## config.mk

```make
export PLATFORM = sky130hd
export DESIGN_NAME = vm2002_coin_acceptor_flat
export DESIGN_NICKNAME = d
export VERILOG_FILES = /design/src/rtl/vm2002_coin_if.sv /design/src/rtl/vm2002_coin_acceptor.sv /design/src/flat_wrapper.sv
export SDC_FILE = /design/constraint.sdc
export NUM_CORES = 1
export LEC_CHECK = 0
export ABC_AREA = 0
export BUFFER_PORTS_ARGS = -buffer_cell sky130_fd_sc_hd__buf_2
export CAP_MARGIN = 20
export CORE_UTILIZATION = 60
export DETAILED_ROUTE_END_ITERATION = 7
export GPL_TIMING_DRIVEN = 0
export PLACE_DENSITY = 0.86
export SLEW_MARGIN = 20
export SYNTH_ARGS = -nofsm -noshare
export SYNTH_HDL_FRONTEND = slang
export SYNTH_SLANG_ARGS = --single-unit
```

## constraint.sdc

```tcl
create_clock -name clk -period 5.6 [get_ports clk]
set_input_delay 0.84 -clock clk [delete_from_list [all_inputs] [get_ports clk]]
set_output_delay 0.84 -clock clk [all_outputs]
set_load 0.01 [all_outputs]
```

## src/rtl/vm2002_coin_if.sv

```systemverilog
// Bus between the vm2002 coin acceptor (slave) and the vend controller / coin hardware (master).
// Coin codes on coin/change_coin: NICKEL=0, DIME=1, QUARTER=2, ILLEGALCOIN=3.
interface vm2002_coin_if #(
  parameter int CW = 8
);
  logic          coin_valid;
  logic [1:0]    coin;
  logic          cancel;
  logic          deduct_valid;
  logic [CW-1:0] deduct_amt;
  logic          deduct_ack;
  logic          deduct_nack;
  logic          coin_reject;
  logic [CW-1:0] credit;
  logic          change_valid;
  logic [1:0]    change_coin;
  logic          change_ready;
  logic          busy;
  logic          timed_out;
  logic [1:0]    state_dbg;

  // Change stream handshake: a coin transfers on every rising edge where change_valid and
  // change_ready are both 1; while change_ready is 0 the offered change_coin does not move.
  modport master (
    output coin_valid, coin, cancel, deduct_valid, deduct_amt, change_ready,
    input  deduct_ack, deduct_nack, coin_reject, credit, change_valid, change_coin,
    input  busy, timed_out, state_dbg
  );

  modport slave (
    input  coin_valid, coin, cancel, deduct_valid, deduct_amt, change_ready,
    output deduct_ack, deduct_nack, coin_reject, credit, change_valid, change_coin,
    output busy, timed_out, state_dbg
  );
endinterface

```

## src/rtl/vm2002_coin_acceptor.sv

```systemverilog
// vm2002 coin acceptor: accumulates credit in nickel units, serves deducts, pays change greedily.
// Optional idle auto-refund is built when VM2002_COIN_TIMEOUT_EN is defined.
module vm2002_coin_acceptor #(
  parameter int CW             = 8,
  parameter int MAX_CREDIT     = 60,
  parameter int TIMEOUT_CYCLES = 1024
) (
  input  logic         clk,
  input  logic         rst_n,
  vm2002_coin_if.slave bus
);

  localparam logic [1:0] COIN_NICKEL  = 2'd0;
  localparam logic [1:0] COIN_DIME    = 2'd1;
  localparam logic [1:0] COIN_QUARTER = 2'd2;

  typedef enum logic [1:0] {
    S_IDLE   = 2'd0,
    S_CREDIT = 2'd1,
    S_CHANGE = 2'd2
  } state_t;

  if (MAX_CREDIT > (1 << CW) - 1 || MAX_CREDIT < 1 || TIMEOUT_CYCLES < 2) begin : g_param_check
    $error("vm2002_coin_acceptor: MAX_CREDIT must fit in CW bits and TIMEOUT_CYCLES must be >= 2");
  end

  function automatic logic [CW-1:0] coin_value(input logic [1:0] c);
    case (c)
      COIN_NICKEL:  coin_value = CW'(1);
      COIN_DIME:    coin_value = CW'(2);
      COIN_QUARTER: coin_value = CW'(5);
      default:      coin_value = '0;
    endcase
  endfunction

  function automatic logic [1:0] greedy_coin(input logic [CW-1:0] c);
    if (c >= CW'(5))      greedy_coin = COIN_QUARTER;
    else if (c >= CW'(2)) greedy_coin = COIN_DIME;
    else                  greedy_coin = COIN_NICKEL;
  endfunction

  state_t        state_q, state_d;
  logic [CW-1:0] credit_q, credit_d;
  logic          ack_q, ack_d;
  logic          nack_q, nack_d;
  logic          reject_q, reject_d;
  logic          change_valid_q, change_valid_d;
  logic [1:0]    change_coin_q, change_coin_d;
  logic          busy_q, busy_d;
  logic          timed_out_q, timed_out_d;

  logic [CW-1:0] in_val;
  logic [CW:0]   coin_sum;
  logic          coin_fits;
  logic          coin_accepted;

`ifdef VM2002_COIN_TIMEOUT_EN
  localparam int TW = $clog2(TIMEOUT_CYCLES);
  logic [TW-1:0] tmo_q, tmo_d;
`endif

  always_comb begin
    in_val         = coin_value(bus.coin);
    coin_sum       = {1'b0, credit_q} + {1'b0, in_val};
    coin_fits      = (bus.coin != 2'd3) && (coin_sum <= (CW+1)'(MAX_CREDIT));
    state_d        = state_q;
    credit_d       = credit_q;
    ack_d          = 1'b0;
    nack_d         = 1'b0;
    reject_d       = 1'b0;
    timed_out_d    = 1'b0;
    coin_accepted  = 1'b0;

    // A deduct in the same cycle owns the credit register, so a concurrent coin bounces.
    if (bus.coin_valid) begin
      if (state_q != S_CHANGE && !bus.deduct_valid && coin_fits) begin
        credit_d      = coin_sum[CW-1:0];
        state_d       = S_CREDIT;
        coin_accepted = 1'b1;
      end else begin
        reject_d = 1'b1;
      end
    end

    if (bus.deduct_valid) begin
      if (state_q == S_CREDIT && bus.deduct_amt != '0 && credit_q >= bus.deduct_amt) begin
        ack_d    = 1'b1;
        credit_d = credit_q - bus.deduct_amt;
        state_d  = (credit_d == '0) ? S_IDLE : S_CHANGE;
      end else begin
        nack_d = 1'b1;
      end
    end

    if (bus.cancel && state_q == S_CREDIT && !ack_d) begin
      state_d = S_CHANGE;
    end

    if (state_q == S_CHANGE && bus.change_ready && change_valid_q) begin
      credit_d = credit_q - coin_value(change_coin_q);
      if (credit_d == '0) state_d = S_IDLE;
    end

`ifdef VM2002_COIN_TIMEOUT_EN
    if (state_q == S_CREDIT && state_d == S_CREDIT && !coin_accepted &&
        tmo_q == TW'(TIMEOUT_CYCLES - 1)) begin
      state_d     = S_CHANGE;
      timed_out_d = 1'b1;
    end
    tmo_d = (state_d != S_CREDIT || coin_accepted) ? '0 : tmo_q + TW'(1);
`endif

    change_valid_d = (state_d == S_CHANGE);
    change_coin_d  = (state_d == S_CHANGE) ? greedy_coin(credit_d) : COIN_NICKEL;
    busy_d         = (state_d != S_IDLE);
  end

  always_ff @(posedge clk) begin
    if (!rst_n) begin
      state_q        <= S_IDLE;
      credit_q       <= '0;
      ack_q          <= 1'b0;
      nack_q         <= 1'b0;
      reject_q       <= 1'b0;
      change_valid_q <= 1'b0;
      change_coin_q  <= 2'd0;
      busy_q         <= 1'b0;
      timed_out_q    <= 1'b0;
`ifdef VM2002_COIN_TIMEOUT_EN
      tmo_q          <= '0;
`endif
    end else begin
      state_q        <= state_d;
      credit_q       <= credit_d;
      ack_q          <= ack_d;
      nack_q         <= nack_d;
      reject_q       <= reject_d;
      change_valid_q <= change_valid_d;
      change_coin_q  <= change_coin_d;
      busy_q         <= busy_d;
      timed_out_q    <= timed_out_d;
`ifdef VM2002_COIN_TIMEOUT_EN
      tmo_q          <= tmo_d;
`endif
    end
  end

  assign bus.deduct_ack   = ack_q;
  assign bus.deduct_nack  = nack_q;
  assign bus.coin_reject  = reject_q;
  assign bus.credit       = credit_q;
  assign bus.change_valid = change_valid_q;
  assign bus.change_coin  = change_coin_q;
  assign bus.busy         = busy_q;
  assign bus.state_dbg    = state_q;
`ifdef VM2002_COIN_TIMEOUT_EN
  assign bus.timed_out    = timed_out_q;
`else
  assign bus.timed_out    = 1'b0;
`endif

endmodule

```

## src/flat_wrapper.sv

```systemverilog
// flat-port wrapper written by rule: the top's interface ports become plain ports
module vm2002_coin_acceptor_flat 
#(
  parameter int CW             = 8,
  parameter int MAX_CREDIT     = 60,
  parameter int TIMEOUT_CYCLES = 1024
)
  (clk, rst_n, bus_coin_valid, bus_coin, bus_cancel, bus_deduct_valid, bus_deduct_amt, bus_change_ready, bus_deduct_ack, bus_deduct_nack, bus_coin_reject, bus_credit, bus_change_valid, bus_change_coin, bus_busy, bus_timed_out, bus_state_dbg);
  vm2002_coin_if #(.CW(CW)) bus_i ();
  input  logic clk;
  input  logic rst_n;
  input wire logic [$bits(bus_i.coin_valid)-1:0] bus_coin_valid;
  input wire logic [$bits(bus_i.coin)-1:0] bus_coin;
  input wire logic [$bits(bus_i.cancel)-1:0] bus_cancel;
  input wire logic [$bits(bus_i.deduct_valid)-1:0] bus_deduct_valid;
  input wire logic [$bits(bus_i.deduct_amt)-1:0] bus_deduct_amt;
  input wire logic [$bits(bus_i.change_ready)-1:0] bus_change_ready;
  output wire logic [$bits(bus_i.deduct_ack)-1:0] bus_deduct_ack;
  output wire logic [$bits(bus_i.deduct_nack)-1:0] bus_deduct_nack;
  output wire logic [$bits(bus_i.coin_reject)-1:0] bus_coin_reject;
  output wire logic [$bits(bus_i.credit)-1:0] bus_credit;
  output wire logic [$bits(bus_i.change_valid)-1:0] bus_change_valid;
  output wire logic [$bits(bus_i.change_coin)-1:0] bus_change_coin;
  output wire logic [$bits(bus_i.busy)-1:0] bus_busy;
  output wire logic [$bits(bus_i.timed_out)-1:0] bus_timed_out;
  output wire logic [$bits(bus_i.state_dbg)-1:0] bus_state_dbg;
  assign bus_i.coin_valid = bus_coin_valid;
  assign bus_i.coin = bus_coin;
  assign bus_i.cancel = bus_cancel;
  assign bus_i.deduct_valid = bus_deduct_valid;
  assign bus_i.deduct_amt = bus_deduct_amt;
  assign bus_i.change_ready = bus_change_ready;
  assign bus_deduct_ack = bus_i.deduct_ack;
  assign bus_deduct_nack = bus_i.deduct_nack;
  assign bus_coin_reject = bus_i.coin_reject;
  assign bus_credit = bus_i.credit;
  assign bus_change_valid = bus_i.change_valid;
  assign bus_change_coin = bus_i.change_coin;
  assign bus_busy = bus_i.busy;
  assign bus_timed_out = bus_i.timed_out;
  assign bus_state_dbg = bus_i.state_dbg;
  vm2002_coin_acceptor #(.CW(CW), .MAX_CREDIT(MAX_CREDIT), .TIMEOUT_CYCLES(TIMEOUT_CYCLES)) u_core (.clk(clk), .rst_n(rst_n), .bus(bus_i));
endmodule
```

Word-level counts from Yosys, hierarchy flattened
Index checks and enable logic that the tools add are counted.
{"block": "word_totals", "ff_bits": 17, "output_inout_bits": 18}
{"block": "classes", "add_sub_neg": 3, "order_cmp": 4, "n_eq_ne": 9, "n_mux": 22, "bitwise": 2, "reduce_logical": 21}
{"operator": "2-to-1 mux 8 bit", "n": 6}
{"operator": "2-to-1 mux 2 bit", "n": 9}
{"operator": "one-hot mux 3 bit (3 select lines)", "n": 2}
{"operator": "zero test 8 bit", "n": 2}
{"operator": "subtractor 8 bit", "n": 2}
{"operator": "adder 8 x 3 -> 9 bit", "n": 1}
{"operator": "<= comparator 9 x 6 -> 1 bit (second input constant)", "n": 1}
{"operator": "logical AND 1 bit", "n": 9}
{"operator": "== test 2 bit (second input constant)", "n": 4}
{"operator": "greater-or-equal comparator 8 x 2 -> 1 bit (second input constant)", "n": 1}
{"operator": "greater-or-equal comparator 8 x 3 -> 1 bit (second input constant)", "n": 1}
{"operator": "greater-or-equal comparator 8 bit", "n": 1}
{"operator": "nonzero test 8 bit", "n": 1}
{"operator": "== test 2 x 1 -> 1 bit (second input constant)", "n": 3}
{"operator": "AND reduction 2 bit", "n": 3}
{"operator": "2-to-1 mux 1 bit", "n": 5}
{"operator": "zero test 2 bit", "n": 2}
{"operator": "inequality test 2 bit (second input constant)", "n": 2}
{"operator": "OR reduction 3 bit", "n": 1}
{"operator": "zero test 1 bit", "n": 2}
{"operator": "inverter 1 bit", "n": 2}
{"operator": "nonzero test 2 bit", "n": 1}

Depth between registers and ports, before layout
{"block": "logic_depth", "word_depth": 16, "depth_mapped": 12, "mapped_depth_nobuf": 11}

Least setup slack after synthesis
Ideal clock, no wire load.
{"block": "synth_path", "kind": "input to register", "startpoint": "in bus_deduct_amt[0]", "endpoint": "reg u_core.busy_q (netlist: u_core.bus.busy)", "arrival_time_ps": 3136, "t_required_ps": 5477, "path_slack_ps": 2341, "cell_stages": 10, "path_cell_list": "ha_1 fa_1 nand2b_1 a31o_2 a211oi_4 buf_4 o21ai_0 nor4_1 nor2_1 or2_2"}
{"block": "synth_between", "elab_chain_len": 11, "word_cells_on_any_way": 17, "cone_classes": "add/sub (1); order compare (1); mux (8); reduce/logical (7)"}
{"item": "from (decl)", "line": "flat_wrapper.sv:16", "source": "input wire logic [$bits(bus_i.deduct_amt)-1:0] bus_deduct_amt;"}
{"item": "parallel branches: the longest is 7 deep, another holds subtractor 8 bit"}
{"item": "2-to-1 mux 2 bit (*)", "line": "vm2002_coin_acceptor.sv:95", "source": "if (bus.cancel && state_q == S_CREDIT && !ack_d) begin"}
{"item": "2-to-1 mux 2 bit", "line": "vm2002_coin_acceptor.sv:101", "source": "if (credit_d == '0) state_d = S_IDLE;"}
{"item": "2-to-1 mux 2 bit (*)", "line": "vm2002_coin_acceptor.sv:99", "source": "if (state_q == S_CHANGE && bus.change_ready && change_valid_q) begin"}
{"item": "nonzero test 2 bit (*)", "line": "vm2002_coin_acceptor.sv:115", "source": "busy_d = (state_d != S_IDLE);"}
{"item": "to (signal assigned)", "line": "vm2002_coin_acceptor.sv:140", "source": "busy_q <= busy_d;"}
{"item": "to (decl)", "line": "vm2002_coin_acceptor.sv:49", "source": "logic busy_q, busy_d;"}
Mark *: on every way between the ends.
A chain may end at the register's enable or synchronous reset.

Worst setup path after layout
{"block": "layout_path", "startpoint": "in bus_coin[0]", "endpoint": "reg u_core.change_coin_q[0] (netlist: u_core.bus.change_coin[0])"}
{"block": "layout_between", "elab_chain_len": 16, "word_cells_on_any_way": 27, "cone_classes": "add/sub (1); order compare (3); eq/ne (4); mux (14); bitwise (1); reduce/logical (4)"}
{"item": "from (decl)", "line": "flat_wrapper.sv:13", "source": "input wire logic [$bits(bus_i.coin)-1:0] bus_coin;"}
{"item": "parallel branches: the longest is 16 deep, another holds adder 8 x 3 -> 9 bit"}
{"item": "to (signal assigned)", "line": "vm2002_coin_acceptor.sv:139", "source": "change_coin_q <= change_coin_d;"}
{"item": "to (decl)", "line": "vm2002_coin_acceptor.sv:48", "source": "logic [1:0] change_coin_q, change_coin_d;"}
Several ways; the timed one is not identified.

==> impl_metrics.json <==
{
  "hold_start": "u_core.bus.state_dbg[0]",
  "cp-end-kind": "register",
  "cts_buffer_depth": 2,
  "syn-num-nets": 250,
  "design.portCount": 34,
  "max_freq_mhz": 276,
  "syn_inst": 217,
  "r2r_start": "u_core.bus.credit[1]",
  "worst_slack_ps": 1980,
  "grt_max_degree": 11,
  "post-route-period-util_pct": 64.6,
  "ir_drop_mv": 0.145,
  "synthTopCellsByArea": "dfxtp_1 (19%), ha_1 (10%), inv_1 (4.5%)",
  "relSlewSlack_pct": 38.7,
  "dp_slack_ps": 1750,
  "synth_seq_cells": 17,
  "insertedDiodeCount": 0,
  "dr.pass1.iters": 4,
  "hold_depth": 2,
  "dieArea_um2": 3150,
  "grt_usage_pct": 30.4,
  "numCtsBuffers": 3,
  "fp.dieH_um": 56.1,
  "rows": 19,
  "worst_slew_pin_slew_ps": 913,
  "startpoint": "bus_coin[0]",
  "worstReg2RegEnd": "u_core.bus.busy",
  "maxCapViolCount": 0,
  "ys_async_sr_fraction_pct": 0,
  "status": "finished clean",
  "hold_violations": 0,
  "path_max_fanout": 4,
  "cts_root_buf": "clkbuf_4",
  "drive_above_1_share_pct": 20.9,
  "cts.clk_slew.worst_paths_ps": 110,
  "synth_top_area_share_pct": 19.3,
  "rrSetupSlack_ps": 2160,
  "synth_edf_count": 0,
  "route.detailed.drc": 0,
  "rsz0062_at_grt": "false",
  "ys_types": 62,
  "initial_utilization_pct": 63.8,
  "placed_cells_incl_taps": 280,
  "crit_arrival_ps": 3880,
  "maxSlewViolCount": 0,
  "required_ps": 5860,
  "synthFlopType": "dfxtp_1",
  "ant_nets": 0,
  "cts_setup_buffers": 0,
  "grt_pass1_wl_um": 7450,
  "avgSynthCellArea_um2": 8.11,
  "drt_iter0_drc": 93,
  "finalCriticalPeriod_ps": 3620,
  "coreArea_um2": 2760,
  "clock-sinks": 17,
  "grt-ovfl-total": 0,
  "clock_skew_ps": 1.83,
  "cts.htree.levels": 1,
  "die-width_um": 56.1,
  "cts_tree": "done",
  "finalNonFillerCells": 284,
  "vias_per_cell": 6.46,
  "p_per_area_nw_per_um2": 148,
  "worst_skew_pair.late_latency_ps": 310,
  "synth-seq-area-share_pct": 19.3,
  "tns_ps": 0,
  "routabilityCongestion": 0.962,
  "cellLeakagePower_nw": 0.941,
  "ys_top_cells_by_count": "inv_1 (21), dfxtp_1 (17), ha_1 (14), nor2_1 (14), nand2_1 (13)",
  "synthToLayoutAreaGrowth_pct": 12.9,
  "hold_buffers": 0,
  "finalWirelength_um": 4650,
  "path_class": "input port to register",
  "yosysMostFrequentCell": "inv_1",
  "yosys_warnings": 0,
  "final_util_pct": 72.0,
  "start_kind": "input port",
  "dp_hpwl_um": 3710,
  "io_buffers": 32,
  "reg2regPathDepth": 10,
  "synth_area_leader_cell": "dfxtp_1",
  "wl_per_cell_um": 16.4,
  "antenna_found_initial": 0,
  "finalNetCount": 287,
  "vias": 1836,
  "cts_resized": 0,
  "synthesis.area_um2": 1760,
  "setup_viol": 0,
  "hold_path.class": "register to register",
  "critPathCapture": "u_core.bus.change_coin[0]",
  "grt_pass1_vias": 1577
}
critical path, stage by stage:
cell	delay, ps
buf_2	110
inv_1	60
ha_1	220
fa_1	450
a21o_1	240
a2111oi_2	390
o31ai_1	210
a311oi_1	400
a21boi_0	150
o221ai_1	300
nand4_1	230
and3b_1	260
cell usage in the layout (no fill, tap or decap), drive strengths merged, types with 3 or more instances in the layout:
cell type / netlist / final
buf: 4 / 36
and2: 3 / 3
nor2: 14 / 14
xnor2: 3 / 3
nor2b: 3 / 3
ha: 14 / 14
a21o: 4 / 4
nor3: 5 / 5
a21boi: 3 / 3
nand3: 4 / 4
inv: 21 / 21
a221oi: 3 / 3
xor2: 6 / 6
clkbuf: 3 / 6
fa: 3 / 3
nor4: 4 / 4
a2111oi: 4 / 4
dfxtp: 17 / 17
or2: 3 / 3
and3: 4 / 4
nand2: 13 / 13
o21a: 3 / 3
nand2b: 6 / 6
nand4: 3 / 3
a211oi: 8 / 8
o21ai: 12 / 12
a21oi: 12 / 12
through the flow:
stage | instance area [µm²] | power, mW | hold WS, ps
after global placement | 1960 | 0.219 | 667
after global routing | 1990 | 0.308 | 759
after floorplan | 1760 | 0.194 | 669
after CTS | 1990 | 0.292 | 700
final | 1990 | 0.294 | 686
after detailed placement | 1960 | 0.221 | 682
final cells by class:
cell class | count | area, µm²
multi-input combinational | 172 | 1300
clock inverter | 1 | 5.00
tap | 31 | 38.8
sequential | 17 | 340
inverter | 21 | 78.8
fill | 238 | 772
clock buffer | 3 | 22.5
buffer | 7 | 37.5
timing repair buffer | 32 | 160
cell families (layout without fill, tap and decap cells):
logic type	count (synthesis)	in the layout	share of synthesized area (%)
compound gates	72	72	33.1
simple gates	72	72	22.3
buf+inv	28	64	6.61
fa+ha+maj	17	17	13.4
flops	17	17	19.3
xor+xnor	9	9	4.48
other cells	1	1	0.213
mux	1	1	0.569
worst min path at each step:
stage | endpoint | slack, ps
after floorplan | u_core.bus.credit[0] | 670
after global placement | u_core.bus.change_valid | 670
after detailed placement | u_core.bus.change_valid | 680
after CTS | u_core.bus.change_valid | 700
after global routing | u_core.bus.change_valid | 760
final | u_core.bus.change_valid | 690
state kept, by name (all words and copies together), names as in the netlist:
register and flops:
u_core.bus.credit 8, u_core.bus.change_coin 2, u_core.bus.state_dbg 2, u_core.bus.busy 1, u_core.bus.change_valid 1, u_core.bus.coin_reject 1
u_core.bus.deduct_ack 1, u_core.bus.deduct_nack 1
layer usage:
metal / vias up / GRT usage [%] / routed length (µm)
met5: - / 0 / 0
li1: 886 / - / -
met3: 14 / 3.72 / 477
met1: 838 / 42.4 / 1940
met4: 0 / 9.41 / 102
met2: 98 / 48.8 / 2120
power breakdown:
| part | switching [mW] | leakage, nW | internal, mW | total [mW] |
|---|---|---|---|---|
| Sequential | 0.00386 | 0.138 | 0.125 | 0.129 |
| Combinational | 0.0540 | 0.785 | 0.0376 | 0.0916 |
| Clock | 0.0471 | 0.0177 | 0.0267 | 0.0738 |
| Total | 0.105 | 0.941 | 0.190 | 0.294 |
Power figures use the tool's default switching activity.
